==> config.mk <==
export PLATFORM = sky130hd
export DESIGN_NAME = reg_dump_flat
export DESIGN_NICKNAME = d
export VERILOG_FILES = /design/src/rtl/reg_dump_if.sv /design/src/rtl/reg_dump.sv /design/src/flat_wrapper.sv
export SDC_FILE = /design/constraint.sdc
export NUM_CORES = 1
export LEC_CHECK = 0
export ABC_CLOCK_PERIOD_IN_PS = 2000
export BUFFER_PORTS_ARGS = -buffer_cell sky130_fd_sc_hd__buf_2
export CORE_UTILIZATION = 35
export CTS_CLUSTER_DIAMETER = 80
export DETAILED_ROUTE_END_ITERATION = 8
export GPL_TIMING_DRIVEN = 0
export RECOVER_POWER = 100
export SLEW_MARGIN = 10
export SYNTH_ARGS = -nofsm -noshare
export SYNTH_HDL_FRONTEND = slang
export SYNTH_SLANG_ARGS = --single-unit
==> constraint.sdc <==
create_clock -name clk -period 2 [get_ports clk]
set_input_delay 0.6 -clock clk [delete_from_list [all_inputs] [get_ports clk]]
set_output_delay 0.6 -clock clk [all_outputs]
set_load 0.01 [all_outputs]
==> src/rtl/reg_dump_if.sv <==
// Output stream of the register dump engine: one {address, data} word per
// handshake, with a marker on the final word of the dump.
interface reg_dump_if #(
  parameter int DATA_W = 16,
  parameter int ADDR_W = 4
);
  logic              out_valid;
  logic              out_ready;
  logic [DATA_W-1:0] out_data;
  logic [ADDR_W-1:0] out_addr;
  logic              out_last;

  modport master (
    output out_valid,
    input  out_ready,
    output out_data,
    output out_addr,
    output out_last
  );

  modport slave (
    input  out_valid,
    output out_ready,
    input  out_data,
    input  out_addr,
    input  out_last
  );
endinterface

==> src/rtl/reg_dump.sv <==
// Sequential read-out engine for the register file. A start pulse walks an
// inclusive, wrapping address range on the read port and streams each
// captured word as {address, data} over a valid/ready handshake.
module reg_dump #(
  parameter int DATA_W = 16,
  parameter int ADDR_W = 4
) (
  input  logic              clk,
  input  logic              clear,
  input  logic              start,
  input  logic [ADDR_W-1:0] first_addr,
  input  logic [ADDR_W-1:0] last_addr,
  output logic [ADDR_W-1:0] rd_addr,
  input  logic [DATA_W-1:0] rd_data,
  reg_dump_if.master        sif,
  output logic              busy,
  output logic              done
);

  typedef enum logic [1:0] {
    S_IDLE = 2'd0,
    S_LOAD = 2'd1,
    S_SEND = 2'd2
  } state_t;

  state_t            state_q, state_d;
  logic [ADDR_W-1:0] rd_addr_q, rd_addr_d;
  logic [ADDR_W-1:0] last_q, last_d;
  logic [DATA_W-1:0] out_data_q, out_data_d;
  logic [ADDR_W-1:0] out_addr_q, out_addr_d;
  logic              out_valid_q, out_valid_d;
  logic              out_last_q, out_last_d;
  logic              done_q, done_d;
  logic              accept_s;

  // A word leaves the engine only on a full handshake.
  assign accept_s = out_valid_q & sif.out_ready;

  // Next-state and output decode; every register holds unless a rule moves it.
  always_comb begin
    state_d     = state_q;
    rd_addr_d   = rd_addr_q;
    last_d      = last_q;
    out_data_d  = out_data_q;
    out_addr_d  = out_addr_q;
    out_valid_d = out_valid_q;
    out_last_d  = out_last_q;
    done_d      = 1'b0;
    case (state_q)
      S_IDLE: begin
        if (start) begin
          last_d    = last_addr;
          rd_addr_d = first_addr;
          state_d   = S_LOAD;
        end else begin
          state_d = S_IDLE;
        end
      end
      S_LOAD: begin
        // First capture: read data is already settled for the latched address.
        out_data_d  = rd_data;
        out_addr_d  = rd_addr_q;
        out_last_d  = (rd_addr_q == last_q);
        out_valid_d = 1'b1;
        rd_addr_d   = rd_addr_q + ADDR_W'(1);
        state_d     = S_SEND;
      end
      S_SEND: begin
        if (accept_s && out_last_q) begin
          out_valid_d = 1'b0;
          out_last_d  = 1'b0;
          done_d      = 1'b1;
          state_d     = S_IDLE;
        end else if (accept_s) begin
          // Capture the next word in the same edge the current one leaves.
          out_data_d  = rd_data;
          out_addr_d  = rd_addr_q;
          out_last_d  = (rd_addr_q == last_q);
          out_valid_d = 1'b1;
          rd_addr_d   = rd_addr_q + ADDR_W'(1);
          state_d     = S_SEND;
        end else begin
          state_d = S_SEND;
        end
      end
      default: begin
        out_valid_d = 1'b0;
        out_last_d  = 1'b0;
        state_d     = S_IDLE;
      end
    endcase
  end

  // State and output registers; clear abandons any dump in progress.
  always_ff @(posedge clk or negedge clear) begin
    if (!clear) begin
      state_q     <= S_IDLE;
      rd_addr_q   <= '0;
      last_q      <= '0;
      out_data_q  <= '0;
      out_addr_q  <= '0;
      out_valid_q <= 1'b0;
      out_last_q  <= 1'b0;
      done_q      <= 1'b0;
    end else begin
      state_q     <= state_d;
      rd_addr_q   <= rd_addr_d;
      last_q      <= last_d;
      out_data_q  <= out_data_d;
      out_addr_q  <= out_addr_d;
      out_valid_q <= out_valid_d;
      out_last_q  <= out_last_d;
      done_q      <= done_d;
    end
  end

  assign rd_addr       = rd_addr_q;
  assign sif.out_valid = out_valid_q;
  assign sif.out_data  = out_data_q;
  assign sif.out_addr  = out_addr_q;
  assign sif.out_last  = out_last_q;
  assign done          = done_q;
  assign busy          = (state_q != S_IDLE);

endmodule

==> src/flat_wrapper.sv <==
// flat-port wrapper written by rule: the top's interface ports become plain ports
module reg_dump_flat 
#(
  parameter int DATA_W = 16,
  parameter int ADDR_W = 4
)
  (clk, clear, start, first_addr, last_addr, rd_addr, rd_data, busy, done, sif_out_valid, sif_out_ready, sif_out_data, sif_out_addr, sif_out_last);
  reg_dump_if #(.DATA_W(DATA_W), .ADDR_W(ADDR_W)) sif_i ();
  input  logic clk;
  input  logic clear;
  input  logic start;
  input  logic [ADDR_W-1:0] first_addr;
  input  logic [ADDR_W-1:0] last_addr;
  output logic [ADDR_W-1:0] rd_addr;
  input  logic [DATA_W-1:0] rd_data;
  output logic busy;
  output logic done;
  output wire logic [$bits(sif_i.out_valid)-1:0] sif_out_valid;
  input wire logic [$bits(sif_i.out_ready)-1:0] sif_out_ready;
  output wire logic [$bits(sif_i.out_data)-1:0] sif_out_data;
  output wire logic [$bits(sif_i.out_addr)-1:0] sif_out_addr;
  output wire logic [$bits(sif_i.out_last)-1:0] sif_out_last;
  assign sif_out_valid = sif_i.out_valid;
  assign sif_i.out_ready = sif_out_ready;
  assign sif_out_data = sif_i.out_data;
  assign sif_out_addr = sif_i.out_addr;
  assign sif_out_last = sif_i.out_last;
  reg_dump #(.DATA_W(DATA_W), .ADDR_W(ADDR_W)) u_core (.clk(clk), .clear(clear), .start(start), .first_addr(first_addr), .last_addr(last_addr), .rd_addr(rd_addr), .rd_data(rd_data), .sif(sif_i), .busy(busy), .done(done));
endmodule
## After elaboration in Yosys (flattened, before gate mapping)

Cells that the tools add are included.

- $mul: 0
- Multiplexer cells: 21
- Order comparisons: 0
- Shift-type cells: 0
- Reductions and logical operators: 9
- Divide/modulo/power cells: 0
- Bitwise gates (word level): 2
- Equal/unequal tests: 7
- $add $sub $neg: 1

Operator list:

| cell | number |
|---|---|
| 16-bit 2-to-1 mux | 2 |
| 16-bit case mux with 2 select lines | 1 |
| 4-bit 2-to-1 mux | 5 |
| 4-bit case mux with 3 select lines | 1 |
| 4-bit case mux with 2 select lines | 1 |
| 1-bit 2-to-1 mux | 7 |
| 1-bit case mux with 3 select lines | 2 |
| 2-bit case mux with 3 select lines | 1 |
| 4-bit by 1-bit adder with 4-bit output (second input constant) | 1 |
| 4-bit == test | 1 |
| 2-bit != test (second input constant) | 2 |
| 2-bit AND reduction | 2 |
| 4-bit AND reduction | 1 |
| 2-bit nonzero test | 2 |
| 3-bit by 1-bit != test with 1-bit output (second input constant) | 1 |
| 3-bit AND reduction | 1 |
| 3-bit nonzero test | 1 |
| 2-bit by 1-bit == test with 1-bit output (second input constant) | 1 |
| 2-bit == test (second input constant) | 1 |
| 2-bit zero test | 1 |
| 2-bit 2-to-1 mux | 1 |
| 2-bit by 1-bit != test with 1-bit output (second input constant) | 1 |
| 1-bit AND | 1 |
| 1-bit logical AND | 1 |
| 1-bit NOT | 1 |

- Memories kept: 0
- Output and inout port bits: 28
- Register bits after elaboration: 33
- Memory bits (writable): 0
- Bits in latches: 0
- ROM bits: 0

## Logic depth before layout (Yosys ltp)

Gate-level depths: netlist of the first run.

- Word-level depth: 4
- Mapped depth: 6

## Least setup slack after synthesis of the first run

No wires, ideal clock.

- Path kind: register to register
- From: reg u_core.state_q[0]
- To: reg u_core.out_data_q[0], in the netlist u_core.sif.out_data[0]
- Slack: 0.326 ns
- Arrival: 1.549 ns
- Cell stages (with the launch flop): 7
- Setup time: 0.125 ns
- Cell sequence: dfrtp_1 inv_1 ha_1 buf_2 a21boi_1 buf_4 mux2_2

- Word-level cells in the longest chain between the ends: 3

RTL lines:

| what | RTL line | RTL |
|---|---|---|
| start: declaration | reg_dump.sv:26 | `state_t state_q, state_d;` |
| start signal: assignment | reg_dump.sv:106 | `state_q <= state_d;` |
| 2-bit == test or 2-bit by 1-bit == test with 1-bit output (tied branches) | reg_dump.sv:49 | `case (state_q)` |
| 2-bit by 1-bit != test with 1-bit output (no line) (tied with other cells) | -- |  |
| 3-bit AND reduction (no line) | -- |  |
| end signal: assignment | reg_dump.sv:109 | `out_data_q <= out_data_d;` |
| end: declaration | reg_dump.sv:29 | `logic [DATA_W-1:0] out_data_q, out_data_d;` |

Several ways; a longest one is shown, not always the timed one.
A chain may end at the register's enable or synchronous reset.

## Worst setup path in the final report of the first run

- From: reg u_core.state_q[0]
- To: reg u_core.out_data_q[5], in the netlist u_core.sif.out_data[5]

Same word-level chain as after synthesis.

==> results by group, run 1 <==
Run status
  – Status: completed

Drt
  – Routed met3 length: around 170 um
  – DRC viols: 0
  – WL met2: approximately 1400 um
  – Post-Route WL: ~2900 um
  – Wl on met1: between 1000 and 1500 um
  – Drt first pass iters: 4
  – Highest metal used: met4
  – Avg WL per Cell: roughly 13 um
  – Drt initial violations: 48
  – Via count: ~1100
  – Post-route ant nets: 0
  – DR vias/cell: about 4.7

Clocking
  – Postcts setup bufs: 0
  – CTS root buf: clkbuf_8
  – Clock tree buffer depth: 2
  – Cts hold-fix bufs: 0
  – Clock Sinks: 33
  – Clock-pin slew on the worst setup and hold paths: about 60 ps
  – Post_cts resized: 0
  – CTS H-tree lvls: 2
  – CTS tree: yes
  – Cts bufs inserted: 5
  – Clk Latency, worst-skew pair: between 200 and 300 ps

Power and ir drop
  – Pwr dens: approximately 1800 nW/um2
  – Clock power share: 0.147
  – Max IR drop VDD: between 800 and 900 uV
  – Static Leak: around 0.00084 uW
  – Internal Pwr Total: ~2000 uW
  – Reg power frac: 0.381
  – Net switching fraction of the power: 0.376
  – Comb power frac: 0.472
  – NetSw: roughly 1200 uW
  – Total Power: around 3200 uW

Yosys
  – Sequential share of the synthesized area: 0.566
  – Post-synthesis net count: 142
  – FF+latch count, synth: 33
  – Share of the synthesized area in the top cell type: 0.566
  – Post-synthesis area per instance: about 13 um2
  – Synth cell types: 23
  – Ys Warns: 0
  – Top cell type by total area after synthesis: dfrtp_1
  – Top post-synthesis cells by area: dfrtp_1 (57%), mux2_2 (18%), ha_1 (4.3%), xnor2_1 (2.4%), a21oi_1 (2.1%)
  – Cells after Synth: approximately 110
  – Post-Syn Area: ~1500 um2

Placed design
  – Port buffer count: 55
  – Post-DP HPWL: between 2000 and 2500 um
  – GP Congestion: 0.688

Cells and area
  – Ant diodes: 0
  – Layout filler cell count: 391
  – NumNets Final: around 200
  – Most frequent cells in the layout: dfrtp_1 (33), clkbuf_1 (29), buf_2 (27)
  – Share of cells above drive strength 1: 0.360
  – Most common cell after layout, fill and taps aside: dfrtp_1
  – Multi-input gate area: ~570 um2
  – Area grow syn2layout: 25.6%
  – Register area: ~830 um2

Setup path
  – Cells along the critical path: inv_1 > ha_1 > buf_2 > a21boi_1 > buf_4 > mux2_2
  – Reg2Reg Depth: 6
  – R2R Setup Slk: 130 ps
  – CP max FO: 10
  – Worst setup EP type: flop
  – Slowest CP cell: dfrtp_1
  – Critical R2R Capture: u_core.sif.out_data[5]$_DFFE_PN0P_
  – CP peak stage delay: 380 ps
  – CP Class: reg2reg
  – CP arrival: approximately 2000 ps
  – R2R Path Start: u_core.state_q[0]$_DFF_PN0_
  – Crit path buf inv count: 3
  – Critical path startpoint category: flop
  – WP data required: 2170 ps
  – CP top delay family: buffers and inverters

Worst hold path
  – HP Class: in2async

Timing
  – Fin crit share: 0.934
  – Pins Over Slew Limit: 0
  – Crit path time final: approximately 1900 ps
  – Endpoints failing hold: 0
  – RSZ-0062 raised after global routing: no
  – Slew HR: 0.464
  – Final Setup Violations: 0
  – Total negative slack: 0 ps
  – Clk_skew: roughly 3.1 ps
  – Tightest Pin Transition: between 800 and 900 ps
  – Max Fclk: 535 MHz

GRT
  – Total global routing overflow: 0
  – Gr usage total: 0.143
  – Largest net degree at the start of global routing: 34
  – Vias in the first global route: a little under 1000
  – Initial antenna violation count: 0
  – First-pass GRT wire length: 4500 um

Floorplan
  – Die Ht: 66.6 um
  – Die Width: approximately 67 um
  – Initial core utilization: 0.365
  – Placement row count: 23
  – Die area: approximately 4400 um2
  – Area of the core: 4000 um2
  – # IOs: 56

Run
  – Max-Cap Viols: 0
power groups by stage:
stage	registers [uW]	clock network [uW]	logic, uW
2_1_floorplan	1330	0	1030
3_3_place_gp	1220	0	1580
3_5_place_dp	1230	0	1640
4_1_cts	1220	492	1640
5_1_grt	1280	524	1690
6_report	1230	472	1520
logic make-up (layout without fill, tap and decap cells):
kind of cell	Yosys count	in the layout	synth area share
AOI/OAI and AO/OA	11	11	0.0574
xor gates and xnor gates	4	4	0.0240
adders and majority gates	5	5	0.0428
buffers and inverters	11	74	0.0343
DFF	33	33	0.566
muxes	27	27	0.206
and+or+nand+nor	18	18	0.0703
worst max path at each step:
stage | startpoint | cells after the start | endpoint | slack [ps]
after floorplan | u_core.state_q[0]$_DFF_PN0_ | 6 | u_core.sif.out_data[0]$_DFFE_PN0P_ | 330
after global placement | u_core.state_q[0]$_DFF_PN0_ | 6 | u_core.sif.out_data[15]$_DFFE_PN0P_ | 210
after detailed placement | u_core.state_q[0]$_DFF_PN0_ | 6 | u_core.sif.out_data[5]$_DFFE_PN0P_ | 140
after CTS | u_core.state_q[0]$_DFF_PN0_ | 6 | u_core.sif.out_data[5]$_DFFE_PN0P_ | 120
after global routing | u_core.state_q[0]$_DFF_PN0_ | 6 | u_core.sif.out_data[5]$_DFFE_PN0P_ | 30
final | u_core.state_q[0]$_DFF_PN0_ | 6 | u_core.sif.out_data[5]$_DFFE_PN0P_ | 130
state kept, by name, summed over array words and instances (netlist names):
signal / flops
u_core.done: 1
u_core.last_q: 4
u_core.sif.out_addr: 4
u_core.sif.out_data: 16
u_core.rd_addr: 4
u_core.sif.out_last: 1
u_core.sif.out_valid: 1
u_core.state_q: 2
routing by layer:
metal,GRT usage,up-vias
met5,0,-
met2,0.215,33
li1,-,505
met1,0.172,509
met4,0.0718,0
met3,0.0616,5
area by class of cell:
type | instances | share of cell area
tap | 50 | 0.0341
clock inverter | 2 | 0.00546
inverter | 8 | 0.0164
clock buffer | 6 | 0.0396
multi-input combinational | 65 | 0.312
buffer | 3 | 0.0109
timing repair buffer | 55 | 0.131
sequential | 33 | 0.450
synth_stat cells:
cell type  instances
o32ai_1            1
a21oi_1            6
nand4_1            1
mux2_1             1
o22ai_1            1
buf_2              1
nand3b_4           1
mux2_2            23
nand3_1            5
nand2_1            3
xnor2_1            4
buf_4              2
a21boi_1           1
ha_1               5
inv_1              8
nor3b_1            1
o21ai_0            1
nand2b_1           1
dfrtp_1           33
mux2i_1            3
nand3b_1           1
a221oi_4           1
nor2_1             5
through the flow:
stage | util | worst slack (ps) | instance area, um2 | hold slack [ps] | cells
detailed placement | 0.449 | 135 | 1800 | 491 | 214
global route | 0.459 | 28.9 | 1830 | 462 | 222
floorplan | - | 326 | 1460 | 304 | 109
finish | 0.459 | 132 | 1830 | 396 | 222
global placement | 0.449 | 206 | 1800 | 471 | 214
CTS | 0.470 | 116 | 1880 | 398 | 222
Note: power is estimated with default switching activity, not from simulation.
==> run 2: changes to the inputs <==
--- a/config.mk
+++ b/config.mk
@@ -11,7 +11,6 @@
 export CTS_CLUSTER_DIAMETER = 80
 export DETAILED_ROUTE_END_ITERATION = 8
 export GPL_TIMING_DRIVEN = 0
-export RECOVER_POWER = 100
 export SLEW_MARGIN = 10
 export SYNTH_ARGS = -nofsm -noshare
 export SYNTH_HDL_FRONTEND = slang
==> results by group, run 2 (same netlist as run 1, synthesis figures left out) <==
Run status
  – Status: completed (unchanged)

Floorplan
  – Area of the core: 4000 um2 (unchanged)
  – # IOs: 56 (unchanged)
  – Die Width: 66.6 um (unchanged)
  – Placement row count: 23 (unchanged)
  – Die Ht: 66.6 um (unchanged)
  – Die area: 4430 um2 (unchanged)
  – Initial core utilization: 0.365 (unchanged)

Timing
  – Slew HR: 0.521 (was 0.464)
  – Pins Over Slew Limit: 0 (unchanged)
  – Max Fclk: 533 MHz (was 535 MHz)
  – Clk_skew: 3.02 ps (was 3.13 ps)
  – Fin crit share: 0.937 (was 0.934)
  – Worst hold slack: 369 ps (was 396 ps)
  – Total negative slack: 0 ps (unchanged)
  – Endpoints failing hold: 0 (unchanged)
  – Crit path time final: 1870 ps (about the same)
  – Tightest Pin Transition: 719 ps (was 804 ps)
  – RSZ-0062 raised after global routing: no (unchanged)
  – Final Setup Violations: 0 (unchanged)

Setup path
  – Critical R2R Capture: u_core.sif.out_data[5]$_DFFE_PN0P_ (unchanged)
  – CP peak stage delay: 380 ps (about the same)
  – WP data required: 2170 ps (about the same)
  – Worst setup EP type: flop (unchanged)
  – CP Class: reg2reg (unchanged)
  – Reg2Reg Depth: 6 (unchanged)
  – Critical path startpoint category: flop (unchanged)
  – CP arrival: 2040 ps (was 2030 ps)
  – Setup crit end: u_core.sif.out_data[5]$_DFFE_PN0P_ (unchanged)
  – R2R Path Start: u_core.state_q[0]$_DFF_PN0_ (unchanged)
  – CP max FO: 10 (unchanged)
  – Critical Path Source: u_core.state_q[0]$_DFF_PN0_ (unchanged)
  – Cells along the critical path: inv_1 > ha_1 > buf_2 > a21boi_1 > buf_4 > mux2_2 (unchanged)
  – R2R Setup Slk: 130 ps (about the same)
  – Slowest CP cell: dfrtp_1 (unchanged)

Placed design
  – GP Congestion: 0.688 (unchanged)
  – Post-DP HPWL: 2170 um (unchanged)
  – Port buffer count: 55 (unchanged)

Clocking
  – CTS tree: yes (unchanged)
  – Clock Sinks: 33 (unchanged)
  – Clk Latency, worst-skew pair: 280 ps (about the same)
  – Postcts setup bufs: 0 (unchanged)
  – Clock tree buffer depth: 2 (unchanged)
  – CTS root buf: clkbuf_8 (unchanged)
  – Cts bufs inserted: 5 (unchanged)
  – CTS H-tree lvls: 2 (unchanged)
  – Clock-pin slew on the worst setup and hold paths: 60 ps (about the same)
  – Post_cts resized: 0 (unchanged)
  – Cts hold-fix bufs: 0 (unchanged)

Drt
  – DRC viols: 0 (unchanged)
  – Post-route ant nets: 0 (unchanged)
  – DR vias/cell: 4.76 (was 4.74)
  – Post-Route WL: 2850 um (was 2860 um)
  – Via count: 1056 (was 1052)
  – Avg WL per Cell: 12.8 um (was 12.9 um)
  – Drt first pass iters: 4 (unchanged)
  – Drt initial violations: 51 (was 48)

Cells and area
  – Max FFs per register: 16 (unchanged)
  – Share of cells above drive strength 1: 0.523 (was 0.360)
  – Most frequent cells in the layout: buf_2 (56), dfrtp_1 (33), mux2_2 (23) (was dfrtp_1 (33), clkbuf_1 (29), buf_2 (27))
  – Ant diodes: 0 (unchanged)
  – NumNets Final: 204 (unchanged)
  – Most common cell after layout, fill and taps aside: buf_2 (was dfrtp_1)
  – Register area: 826 um2 (unchanged)
  – Area grow syn2layout: 28.8% (was 25.6%)
  – Layout filler cell count: 372 (was 391)
  – Multi-input gate area: 584 um2 (was 573 um2)

GRT
  – Gr usage total: 0.143 (unchanged)
  – Vias in the first global route: 980 (unchanged)
  – Initial antenna violation count: 0 (unchanged)
  – Total global routing overflow: 0 (unchanged)
  – Largest net degree at the start of global routing: 34 (unchanged)
  – First-pass GRT wire length: 4500 um (unchanged)

Worst hold path
  – HP Class: in2async (unchanged)

Power and ir drop
  – Max IR drop VDD: 802 uV (was 801 uV)
  – Total Power: 3310 uW (was 3220 uW)
  – Pwr dens: 1760 nW/um2 (about the same)
  – Static Leak: 0.000924 uW (was 0.000840 uW)

Run
  – Max-Cap Viols: 0 (unchanged)
run 2: cell types whose count changed in the layout (fill, tap and decap cells not counted), sizes merged:
cell / delta
buf: +29
clkbuf: -29
run 2: metrics by stage:
step           cell area (um2)  setup slack, ps  cells   util
3_5_place_dp              1800              135    214  0.449
2_1_floorplan             1460              326    109      -
5_1_grt                   1880             28.9    222  0.470
4_1_cts                   1880              116    222  0.470
3_3_place_gp              1800              206    214  0.449
6_report                  1880              125    222  0.470
run 2: routing by layer:
metal | vias to the layer above | part of all wire | track usage
li1 | 506 | - | -
met1 | 511 | 0.42 | 0.172
met2 | 34 | 0.50 | 0.215
met5 | - | 0 | 0
met4 | 0 | 0.019 | 0.0718
met3 | 5 | 0.058 | 0.0616
run 2: critical path: cells and delay by family, from the launching register on:
family	cells	cell delay, ps
AO/OA/AOI/OAI	1	250
adder cells (fa/ha/maj)	1	270
buffers and inverters	3	500
flip-flops	1	380
multiplexers	1	360
run 2: cell type report:
class                      instances  area share
sequential                        33       0.439
multi-input combinational         65       0.311
timing repair buffer              55       0.146
clock buffer                       6      0.0386
tap                               50      0.0333
inverter                           8      0.0160
buffer                             3      0.0106
clock inverter                     2     0.00532
run 2: worst min-delay path by stage:
stage / cells past startpoint / slack, ps / to / start
after global routing: 1 / 430 / u_core.sif.out_data[11]$_DFFE_PN0P_ / clear
final: 1 / 370 / u_core.sif.out_data[13]$_DFFE_PN0P_ / clear
after CTS: 1 / 400 / u_core.sif.out_addr[3]$_DFFE_PN0P_ / clear
after detailed placement: 1 / 490 / u_core.sif.out_data[3]$_DFFE_PN0P_ / u_core.sif.out_data[3]$_DFFE_PN0P_
after floorplan: 0 / 300 / u_core.done$_DFF_PN0_ / clear
after global placement: 1 / 470 / u_core.sif.out_data[2]$_DFFE_PN0P_ / u_core.sif.out_data[2]$_DFFE_PN0P_
run 2: report_power, final:
| group | internal (uW) | switching, uW | total (uW) |
|---|---|---|---|
| clock network | 241 | 231 | 472 |
| logic | 856 | 758 | 1610 |
| registers | 999 | 221 | 1220 |
| total | 2100 | 1210 | 3310 |
